`src/rtl/vga_pkg.sv`:
```
// -----------------------------------------------------------------------------
// vga_pkg
// Shared constants for the VGA colour-bar path.
//   - Default 640x480@60 Hz timing (pixel clocks / lines per region)
//   - RGB565 colour constants
//   - coord_t: 10-bit screen coordinate / counter type
// No ports; imported by vga_driver and by the pixel-data source.
// -----------------------------------------------------------------------------
package vga_pkg;

  // Horizontal timing, in pixel clocks.
  localparam int H_SYNC_DEF  = 96;
  localparam int H_BACK_DEF  = 48;
  localparam int H_DISP_DEF  = 640;
  localparam int H_FRONT_DEF = 16;

  // Vertical timing, in lines.
  localparam int V_SYNC_DEF  = 2;
  localparam int V_BACK_DEF  = 33;
  localparam int V_DISP_DEF  = 480;
  localparam int V_FRONT_DEF = 10;

  // RGB565 colours.
  localparam logic [15:0] WHITE = 16'hFFFF;
  localparam logic [15:0] BLACK = 16'h0000;
  localparam logic [15:0] RED   = 16'hF800;
  localparam logic [15:0] GREEN = 16'h07E0;
  localparam logic [15:0] BLUE  = 16'h001F;

  // Counters and coordinates are 10 bits wide (up to 1024 positions).
  typedef logic [9:0] coord_t;

endpackage

```
`src/rtl/vga_driver.sv`:
```
// -----------------------------------------------------------------------------
// vga_driver
// VGA timing generator and pixel sink. Two registered counters (cnt_h, cnt_v)
// walk the sync / back porch / active / front porch regions; every output is a
// combinational decode of those counters.
//
// Pixel coordinates are requested one cycle ahead of the active window so the
// source's registered pixel_data lands exactly on the matching active cycle.
// RGB is forced to black outside the active window.
//
// Ports:
//   vga_clk      in   pixel clock
//   sys_rst_n    in   asynchronous active-low reset
//   pixel_data   in   [15:0] RGB565 from the source, one cycle after its coord
//   pixel_xpos   out  [9:0]  requested column (0 when not requesting)
//   pixel_ypos   out  [9:0]  requested row    (0 when not requesting)
//   vga_hs       out  horizontal sync, active low
//   vga_vs       out  vertical sync, active low
//   vga_rgb      out  [15:0] RGB565 to the DAC
//   frame_start  out  one-cycle pulse at cnt_h = 0, cnt_v = 0
//                     (only when VGA_FRAME_START_EN is defined)
//
// Build option: define VGA_FRAME_START_EN to add the frame_start port.
// -----------------------------------------------------------------------------
module vga_driver
  import vga_pkg::*;
#(
  parameter int H_SYNC  = H_SYNC_DEF,
  parameter int H_BACK  = H_BACK_DEF,
  parameter int H_DISP  = H_DISP_DEF,
  parameter int H_FRONT = H_FRONT_DEF,
  parameter int V_SYNC  = V_SYNC_DEF,
  parameter int V_BACK  = V_BACK_DEF,
  parameter int V_DISP  = V_DISP_DEF,
  parameter int V_FRONT = V_FRONT_DEF
) (
  input  logic        vga_clk,
  input  logic        sys_rst_n,
  input  logic [15:0] pixel_data,
  output logic [9:0]  pixel_xpos,
  output logic [9:0]  pixel_ypos,
  output logic        vga_hs,
  output logic        vga_vs,
  output logic [15:0] vga_rgb
`ifdef VGA_FRAME_START_EN
  ,
  output logic        frame_start
`endif
);

  localparam int H_TOTAL = H_SYNC + H_BACK + H_DISP + H_FRONT;
  localparam int V_TOTAL = V_SYNC + V_BACK + V_DISP + V_FRONT;

  // Both totals must fit the 10-bit counters.
  if (H_TOTAL > 1024) begin : g_h_total_chk
    $error("vga_driver: H_TOTAL exceeds 1024");
  end
  if (V_TOTAL > 1024) begin : g_v_total_chk
    $error("vga_driver: V_TOTAL exceeds 1024");
  end

  // Region boundaries pre-sized to the counter width.
  localparam coord_t H_SYNC_END = coord_t'(H_SYNC);
  localparam coord_t H_ACT_BEG  = coord_t'(H_SYNC + H_BACK);
  localparam coord_t H_ACT_END  = coord_t'(H_SYNC + H_BACK + H_DISP);
  localparam coord_t H_REQ_BEG  = coord_t'(H_SYNC + H_BACK - 1);
  localparam coord_t H_REQ_END  = coord_t'(H_SYNC + H_BACK + H_DISP - 1);
  localparam coord_t H_LAST     = coord_t'(H_TOTAL - 1);
  localparam coord_t V_SYNC_END = coord_t'(V_SYNC);
  localparam coord_t V_ACT_BEG  = coord_t'(V_SYNC + V_BACK);
  localparam coord_t V_ACT_END  = coord_t'(V_SYNC + V_BACK + V_DISP);
  localparam coord_t V_LAST     = coord_t'(V_TOTAL - 1);

  coord_t r_cnt_h;
  coord_t r_cnt_v;
  coord_t w_cnt_h_next;
  coord_t w_cnt_v_next;
  logic   w_line_end;
  logic   w_h_act;
  logic   w_h_req;
  logic   w_v_act;
  logic   w_vga_en;
  logic   w_data_req;

  // ---------------------------------------------------------------------------
  // Counters: cnt_v advances on the last pixel of each line, and both wrap
  // together on the last pixel of the last line.
  // ---------------------------------------------------------------------------
  assign w_line_end = (r_cnt_h == H_LAST);

  always_comb begin
    w_cnt_h_next = r_cnt_h + 10'd1;
    w_cnt_v_next = r_cnt_v;
    if (w_line_end) begin
      w_cnt_h_next = '0;
      if (r_cnt_v == V_LAST) begin
        w_cnt_v_next = '0;
      end else begin
        w_cnt_v_next = r_cnt_v + 10'd1;
      end
    end
  end

  always_ff @(posedge vga_clk or negedge sys_rst_n) begin
    if (!sys_rst_n) begin
      r_cnt_h <= '0;
      r_cnt_v <= '0;
    end else begin
      r_cnt_h <= w_cnt_h_next;
      r_cnt_v <= w_cnt_v_next;
    end
  end

  // ---------------------------------------------------------------------------
  // Decodes
  // ---------------------------------------------------------------------------
  assign vga_hs = (r_cnt_h >= H_SYNC_END);
  assign vga_vs = (r_cnt_v >= V_SYNC_END);

  assign w_v_act = (r_cnt_v >= V_ACT_BEG) && (r_cnt_v < V_ACT_END);
  assign w_h_act = (r_cnt_h >= H_ACT_BEG) && (r_cnt_h < H_ACT_END);
  // Request window leads the active window by one pixel clock to cover the
  // source's output register.
  assign w_h_req = (r_cnt_h >= H_REQ_BEG) && (r_cnt_h < H_REQ_END);

  assign w_vga_en   = w_h_act && w_v_act;
  assign w_data_req = w_h_req && w_v_act;

  assign pixel_xpos = w_data_req ? (r_cnt_h - H_REQ_BEG) : '0;
  assign pixel_ypos = w_data_req ? (r_cnt_v - V_ACT_BEG) : '0;

  assign vga_rgb = w_vga_en ? pixel_data : BLACK;

`ifdef VGA_FRAME_START_EN
  // r_frame_start is loaded on the edge that takes the counters to (0,0), so
  // it is high for the whole first cycle of every wrapped frame. The first
  // frame after reset release has no such edge; r_started covers that one
  // cycle, gated by the reset pin so the output stays 0 while in reset.
  logic r_frame_start;
  logic r_started;

  always_ff @(posedge vga_clk or negedge sys_rst_n) begin
    if (!sys_rst_n) begin
      r_frame_start <= 1'b0;
      r_started     <= 1'b0;
    end else begin
      r_frame_start <= (w_cnt_h_next == '0) && (w_cnt_v_next == '0);
      r_started     <= 1'b1;
    end
  end

  assign frame_start = r_frame_start | (~r_started & sys_rst_n);
`endif

endmodule

```
`config.mk`:
```
export PLATFORM = sky130hd
export DESIGN_NAME = vga_driver
export DESIGN_NICKNAME = d
export VERILOG_FILES = /design/src/rtl/vga_pkg.sv /design/src/rtl/vga_driver.sv
export SDC_FILE = /design/constraint.sdc
export NUM_CORES = 1
export LEC_CHECK = 0
export BUFFER_PORTS_ARGS = -buffer_cell sky130_fd_sc_hd__buf_2
export CAP_MARGIN = 0
export CORE_MARGIN = 2
export CORE_UTILIZATION = 46
export DETAILED_ROUTE_END_ITERATION = 10
export GPL_ROUTABILITY_DRIVEN = 1
export PLACE_DENSITY = 0.83
export SLEW_MARGIN = 10
export SYNTH_ARGS = -nofsm -noshare
export SYNTH_HDL_FRONTEND = slang
export SYNTH_SLANG_ARGS = --single-unit
```
`constraint.sdc`:
```
create_clock -name vga_clk -period 1.7 [get_ports vga_clk]
set_input_delay 0.17 -clock vga_clk [delete_from_list [all_inputs] [get_ports vga_clk]]
set_output_delay 0.17 -clock vga_clk [all_outputs]
set_load 0.01 [all_outputs]
```
======== After elaboration in Yosys (flattened, before gate mapping) ========
Index checks and enable logic that the tools add are counted.
storage, ports and cells
  word-level logic and storage cells ...... 26
  register bits after elaboration ......... 20
  memory bits (read-only) ................. 0
  latch bits .............................. 0
  input bits .............................. 18
  bits in writable memories ............... 0
  memories kept ........................... 0
operators by class
  shift operators ......................... 0
  $lt $le $gt $ge ......................... 8
  mux-type cells .......................... 5
  add/sub/neg operators ................... 4
  multipliers ............................. 0
  div/mod/pow operators ................... 0
  eq/ne operators ......................... 2
  reductions and logical operators ........ 5
  bitwise gates (word level) .............. 0
operator list
  operator                                              count
  two-way mux 10 bit                                    4
  less-than comparator 10 bit, second input constant    3
  adder 10 x 1 -> 10 bit, second input constant         2
  == test 10 bit, second input constant                 2
  >= comparator 10 x 8 -> 1 bit, second input constant  2
  two-way mux 16 bit                                    1
  >= comparator 10 x 2 -> 1 bit, second input constant  1
  >= comparator 10 x 6 -> 1 bit, second input constant  1
  >= comparator 10 x 7 -> 1 bit, second input constant  1
  subtractor 10 x 6 -> 10 bit, second input constant    1
  subtractor 10 x 8 -> 10 bit, second input constant    1
  logical AND 1 bit                                     5

======== Depth between registers and ports, before layout ========
Gate-level depths: netlist of the first run.
  depth after elaboration ................. 4
  mapped depth ............................ 7

======== Worst setup path after synthesis of the first run ========
OpenSTA, ideal clock, no wires.
  path kind ............................... register to output
  start point ............................. reg r_cnt_v[1]
  end point ............................... out pixel_xpos[7]
  setup slack ............................. -0.309 ns
  arrival time ............................ 1.839 ns
  cell stages (with the launch flop) ...... 8
  cell sequence ........................... dfrtp_1 ha_1 clkbuf_1 o41ai_2 a21o_1 and2_1 buf_4 nor4_1
between the ends
  longest elaborated chain between the ends .. 4
  elaborated cells on any way between the ends .. 5
RTL lines
  what                                                                          line               text
  start, declared                                                               vga_driver.sv:75   coord_t r_cnt_v;
  start signal, assigned                                                        vga_driver.sv:110  r_cnt_v <= w_cnt_v_next;
  >= comparator 10 x 6 -> 1 bit or less-than comparator 10 bit (tied branches)  vga_driver.sv:120  assign w_v_act = (r_cnt_v >= V_ACT_BEG) && (r_cnt_v < V_ACT_END);
  logical AND 1 bit *                                                           vga_driver.sv:120
  logical AND 1 bit *                                                           vga_driver.sv:127  assign w_data_req = w_h_req && w_v_act;
  two-way mux 10 bit *                                                          vga_driver.sv:129  assign pixel_xpos = w_data_req ? (r_cnt_h - H_REQ_BEG) : '0;
  end, declared                                                                 vga_driver.sv:40   output logic [9:0] pixel_xpos,
Mark *: on every way between the ends. The rest lies on a longest branch, timed or not.

======== Final worst setup path of the first run ========
  start point ............................. reg r_cnt_h[0]
  end point ............................... out pixel_xpos[7]
between the ends
  longest elaborated chain between the ends .. 4
  elaborated cells on any way between the ends .. 6
RTL lines
  what                                                                          line               text
  start, declared                                                               vga_driver.sv:74   coord_t r_cnt_h;
  start signal, assigned                                                        vga_driver.sv:109  r_cnt_h <= w_cnt_h_next;
  >= comparator 10 x 8 -> 1 bit or less-than comparator 10 bit (tied branches)  vga_driver.sv:124  assign w_h_req = (r_cnt_h >= H_REQ_BEG) && (r_cnt_h < H_REQ_END);
  logical AND 1 bit                                                             vga_driver.sv:124
  logical AND 1 bit                                                             vga_driver.sv:127
  two-way mux 10 bit *                                                          vga_driver.sv:129
Marked as above.

==> flow_summary.ini, run 1 <==
[clocking]
cts-buffers-inserted = 3
root_buffer = clkbuf_4
tritoncts_num_sinks = 20
cts.clk_slew.worst_paths_ps = 130
max-clock-path-buffers = 2
cts_tree = done
worst_skew_late_latency_ps = 340
cts_max_level = 1

[logic_synthesis]
synth_top_family_by_area = simple AND/OR/NAND/NOR gates
synthMuxAreaShare_pct = 1.21
synth_register_bits = 20
yosys_synthesis_warning_count = 0
fraction_of_the_mapped_netlist_area_in_compound_gates_pct = 9.88
netlist_area_um2 = 1660
synthCells = 192
synth_fp_nets = 215
synth_edf_count = 0
synthSimpleGateAreaFrac_pct = 33.1
netlist.top_cell.by_area = dfrtp_1
netlist-cell-type-count = 42
synth.top_cell.area_share_pct = 30.2
synth_sequential_area_ratio_pct = 30.2
syn_area_per_cell_um2 = 8.64
ys.flop_type = dfrtp_1
yosys.area_share.adder_pct = 3.77
yosys.area_share.xor_xnor_pct = 12.1
synth_area_leaders = dfrtp_1, xnor2_1, and2_1, nor3_1, xor2_1
asyncSetResetFlopFracSynth_pct = 100

[global_route]
globalRouteTotalUtil_pct = 30.8
grt_start_max_net_pins = 21
number_of_global_route_vias_before_repair = 1894
first_pass_grt_wire_length_um = 9620
antenna_found_initial = 0
gr-total-overflow = 0

[die]
die_height_um = 64.1
die-width_um = 64.1
top_level_ports = 56
initial_core_util_pct = 48.9
design.core.area_um2 = 3390
fp-row-count = 21
die_area_um2 = 4100

[layout]
syn_to_final_growth_pct = 87.8
most-common-layout-cells = buf_4, buf_2, buf_6, and2_4, dfrtp_1
layout.nets = 327
post_route_cells_drive_above_1_share_pct = 69.0
final_core_utilization_pct = 91.9
final_common_cell = buf_4
design_area_um2 = 3120
n_antenna_cell = 0

[power]
cellLeakagePower_nw = 1.52
p_per_area_nw_per_um2 = 263
power.ir.vdd_worst_mv = 0.382

[sta]
fmaxAchievable_mhz = 417
slew_viol_final = 0
totalNegativeSetupSlack_ps = -23840
finalWorstSetupSlack_ps = -699
unrepaired_setup_endpoints_after_global_routing = true
worst_clock_skew_ps = 11.5
hold_viol = 0
number_of_failing_setup_endpoints_in_the_final_timing_report = 52
slew_headroom_pct = 67.6
worst_pin_slew_ps = 485
final.period_utilization_pct = 141
fin_crit_ps = 2400

[placement]
routabilityCongestion = 0.919
place.port_buffers = 55
place.detailed.hpwl_um = 3620
detailed_place.area_um2 = 2560

[critical_path]
highest_fanout_seen_on_the_critical_path = 4
critical_path.cell_chain = ha_2 -> and3_4 -> o31a_1 -> o22ai_4 -> buf_4 -> nor4_4 -> buf_2
worst_endpoint_required_time_ps = 1530
critical_path.endpoint_type = output pin
timing.critical_path.slowest_stage_cell = dfrtp_1
max_incr_delay_on_cp_ps = 420
arrival_time_at_the_worst_endpoint_ps = 2230
path_class = reg2out
cp_startpoint_kind = flop

[route]
drt_pre_antenna_iters = 5
average_detailed_routed_wire_length_per_instance_um = 23.5
detailroute.via_count = 2141
first_iter_violations = 126
drtAntennaViolNets = 0
drt_wl_total_um = 8210
via_per_inst = 6.13
detail_route.drc_violations = 0

[hold_path]
hp-class = in2async

[run_status]
result_of_the_run = finished with violations
violations_in_the_final_reports = setup timing

[flow_run]
max_cap_viol_count = 0
final timing paths:
check	startpoint	end	slack [ps]	depth (start not counted)
worst max-delay path	r_cnt_h[0]$_DFF_PN0_	pixel_xpos[7]	-700	7
worst min-delay path	sys_rst_n	r_cnt_h[5]$_DFF_PN0_	310	2
worst max register to register	r_cnt_v[0]$_DFFE_PN0P_	r_cnt_v[2]$_DFFE_PN0P_	-220	9
worst min register to register	r_cnt_h[0]$_DFF_PN0_	r_cnt_h[0]$_DFF_PN0_	620	2
max in group asynchronous	sys_rst_n	r_cnt_v[8]$_DFFE_PN0P_	1030	2
min in group vga_clk	r_cnt_h[0]$_DFF_PN0_	r_cnt_h[0]$_DFF_PN0_	620	2
layout make-up:
| type | instances | area [um2] |
|---|---|---|
| multi-input combinational | 144 | 1440 |
| timing repair buffer | 129 | 1050 |
| sequential | 20 | 504 |
| fill | 129 | 274 |
| tap | 46 | 57.6 |
| clock buffer | 4 | 36.3 |
| inverter | 6 | 27.5 |
kinds of logic after synthesis:
kind of cell / count (synthesis)
and+or+nand+nor: 94
buffers and inverters: 28
xor gates and xnor gates: 23
AOI/OAI and AO/OA: 20
DFF: 20
adders and majority gates: 5
muxes: 2
where the power goes:
group          switching, W  internal (W)
Clock              0.000179      0.000132
Sequential                0      0.000476
Combinational     0.0000187     0.0000152
Total              0.000197      0.000622
Yosys cell counts, drive strengths merged (4+ instances only):
| library cell | instances |
|---|---|
| nand4 | 8 |
| nand3 | 10 |
| xor2 | 8 |
| clkbuf | 8 |
| inv | 6 |
| nor2 | 8 |
| nor3b | 4 |
| and3 | 4 |
| ha | 5 |
| nor4 | 5 |
| xnor2 | 15 |
| and2 | 20 |
| nand2 | 8 |
| dfrtp | 20 |
| buf | 14 |
| nor3 | 19 |
metal layers:
metal	vias to the layer above	track usage, %	wire length (um)
met5	-	0	0
met4	0	15.8	487
met1	1043	35.2	3020
li1	885	-	-
met3	45	7.22	784
met2	168	53.4	3920
state kept, by name, indices dropped and copies added, names as in the netlist:
name     flops
r_cnt_h     10
r_cnt_v     10
critical path, delay by kind of cell, from the launching register on:
| family | cells | cell delay, ps |
|---|---|---|
| flip-flops | 1 | 420 |
| buffers and inverters | 2 | 370 |
| AO/OA/AOI/OAI | 2 | 390 |
| AND/OR/NAND/NOR | 2 | 500 |
| adder cells (fa/ha/maj) | 1 | 200 |
stage by stage:
stage | cells | setup WS [ps] | total power, W | hold WS (ps)
CTS | 341 | -521 | 0.000812 | 322
global route | 349 | -754 | 0.000841 | 358
global placement | 324 | -195 | 0.000512 | 140
detailed placement | 324 | -217 | 0.000513 | 151
finish | 349 | -699 | 0.000820 | 310
floorplan | 192 | -157 | 0.000485 | -126
what timing repair did:
action	4_1_cts	5_1_grt
resized for setup	33	41
setup endpoints to repair	42	49
pin swaps	8	36
hold buffers	1	0
endpoints found under the hold margin	20	0
buffers inserted	12	9
gates cloned	0	1
(Power assumes the default switching activity.)
==> run 2, diff against run 1 <==
Settings changed: CORE_MARGIN 2 to default.
==> flow_summary.ini, run 2 (synthesis results as in run 1) <==
[run_status]
result_of_the_run = finished with violations
violations_in_the_final_reports = setup timing

[placement]
place.port_buffers = 55
routabilityCongestion = 0.887
place.detailed.instances = 326
place.detailed.hpwl_um = 3680
preCtsSetupSlack_ps = -247

[route]
drt_pre_antenna_iters = 4
first_iter_violations = 229
via_per_inst = 6.37
average_detailed_routed_wire_length_per_instance_um = 23.9
detail_route.drc_violations = 0
drtAntennaViolNets = 0
detailroute.via_count = 2191
drt_wl_total_um = 8220

[flow_run]
max_cap_viol_count = 0

[layout]
layout.nets = 322
non_filler_instance_count_after_layout = 344
fillers = 124
n_antenna_cell = 0
post_route_cells_drive_above_1_share_pct = 68.5
syn_to_final_growth_pct = 85.8
most-common-layout-cells = buf_4, buf_2, buf_6, and2_4, dfrtp_1
final_common_cell = buf_4
top_regs = r_cnt_h (10), r_cnt_v (10)
final_core_utilization_pct = 91.0

[critical_path]
worst_endpoint_required_time_ps = 1530
arrival_time_at_the_worst_endpoint_ps = 2200
critical_path.endpoint_type = output pin
critical_path.reg2reg.startpoint = r_cnt_h[4]$_DFF_PN0_
highest_fanout_seen_on_the_critical_path = 8
worstReg2RegEnd = r_cnt_v[5]$_DFFE_PN0P_
r2r_depth = 6
cp_startpoint_kind = flop
path_class = reg2out
regToRegSetupSlack_ps = -350

[sta]
unrepaired_setup_endpoints_after_global_routing = true
fmaxAchievable_mhz = 421
worst_pin_slew_ps = 489
fin_crit_ps = 2370
finalWorstSetupSlack_ps = -674
hold_viol = 0
final.period_utilization_pct = 140
worst_clock_skew_ps = 2.14
slew_viol_final = 0
number_of_failing_setup_endpoints_in_the_final_timing_report = 54
slew_headroom_pct = 67.4

[die]
die-width_um = 62.1
die_area_um2 = 3850
initial_core_util_pct = 48.9
die_height_um = 62.1
fp-row-count = 21
design.core.area_um2 = 3390
top_level_ports = 56

[clocking]
cts.clk_slew.worst_paths_ps = 130
cts_tree = done
cts-buffers-inserted = 3
root_buffer = clkbuf_4
max-clock-path-buffers = 2
tritoncts_num_sinks = 20
worst_skew_late_latency_ps = 320
cts_max_level = 1

[global_route]
grt_start_max_net_pins = 21
globalRouteTotalUtil_pct = 32.4
antenna_found_initial = 0
number_of_global_route_vias_before_repair = 1792
gr-total-overflow = 0
first_pass_grt_wire_length_um = 8800

[hold_path]
hp-class = in2async

[power]
finalPower_w = 0.000819
p_per_area_nw_per_um2 = 266
power.ir.vdd_worst_mv = 0.416
cellLeakagePower_nw = 1.52
-- run 2: cell count changes in the layout (fill, tap and decap cells not counted), sizes merged --
cell  change
buf       -5
-- run 2: worst max-delay path, stage by stage, from the launching register on --
cell and delay, ps:
dfrtp_1 500, nor3_2 320, nand4_1 200, buf_4 190
a21oi_4 200, clkbuf_16 190, and2_1 140, buf_2 130
-- run 2: worst max path at each step --
stage	cells past startpoint	start	to	slack (ps)
final	7	r_cnt_v[3]$_DFFE_PN0P_	vga_rgb[15]	-670
after global routing	8	r_cnt_h[0]$_DFF_PN0_	pixel_xpos[6]	-790
after CTS	6	r_cnt_h[0]$_DFF_PN0_	pixel_xpos[9]	-510
after detailed placement	7	r_cnt_h[1]$_DFF_PN0_	pixel_ypos[4]	-250
after global placement	7	r_cnt_h[6]$_DFF_PN0_	pixel_xpos[8]	-200
after floorplan	6	r_cnt_h[6]$_DFF_PN0_	pixel_xpos[9]	-160
-- run 2: layer usage --
metal,track usage [%],wire length (um)
met3,6.00,899
met1,39.8,3100
met4,17.5,444
met2,53.6,3780
met5,0,0
-- run 2: cell type report --
| class | count | area [um2] | area share, % |
|---|---|---|---|
| sequential | 20 | 505 | 16.4 |
| multi-input combinational | 144 | 1450 | 46.9 |
| timing repair buffer | 124 | 1010 | 32.8 |
| clock buffer | 4 | 36.3 | 1.18 |
| tap | 46 | 57.6 | 1.87 |
| inverter | 6 | 27.5 | 0.893 |
-- run 2: power breakdown --
part | internal, W | switching (W) | total (W)
Clock | 0.000131 | 0.000178 | 0.000309
Combinational | 0.0000152 | 0.0000186 | 0.0000339
Sequential | 0.000476 | 0 | 0.000476
-- run 2: metrics by stage --
step	hold WS [ps]	TNS (ps)	instance area, um2
final	334	-24390	3080
after global placement	139	-4860	2590
after CTS	334	-17170	2810
after detailed placement	146	-6400	2590
after global routing	363	-30420	3080
after floorplan	-126	-2360	1950
-- run 2: repair_timing --
action | in CTS | in global routing
hold endpoints to repair | 20 | 0
gates cloned | 0 | 1
hold buffers | 1 | 0
setup endpoints to repair | 45 | 48
setup buffers | 9 | 6
gates resized for setup | 26 | 48
pin swaps | 11 | 24
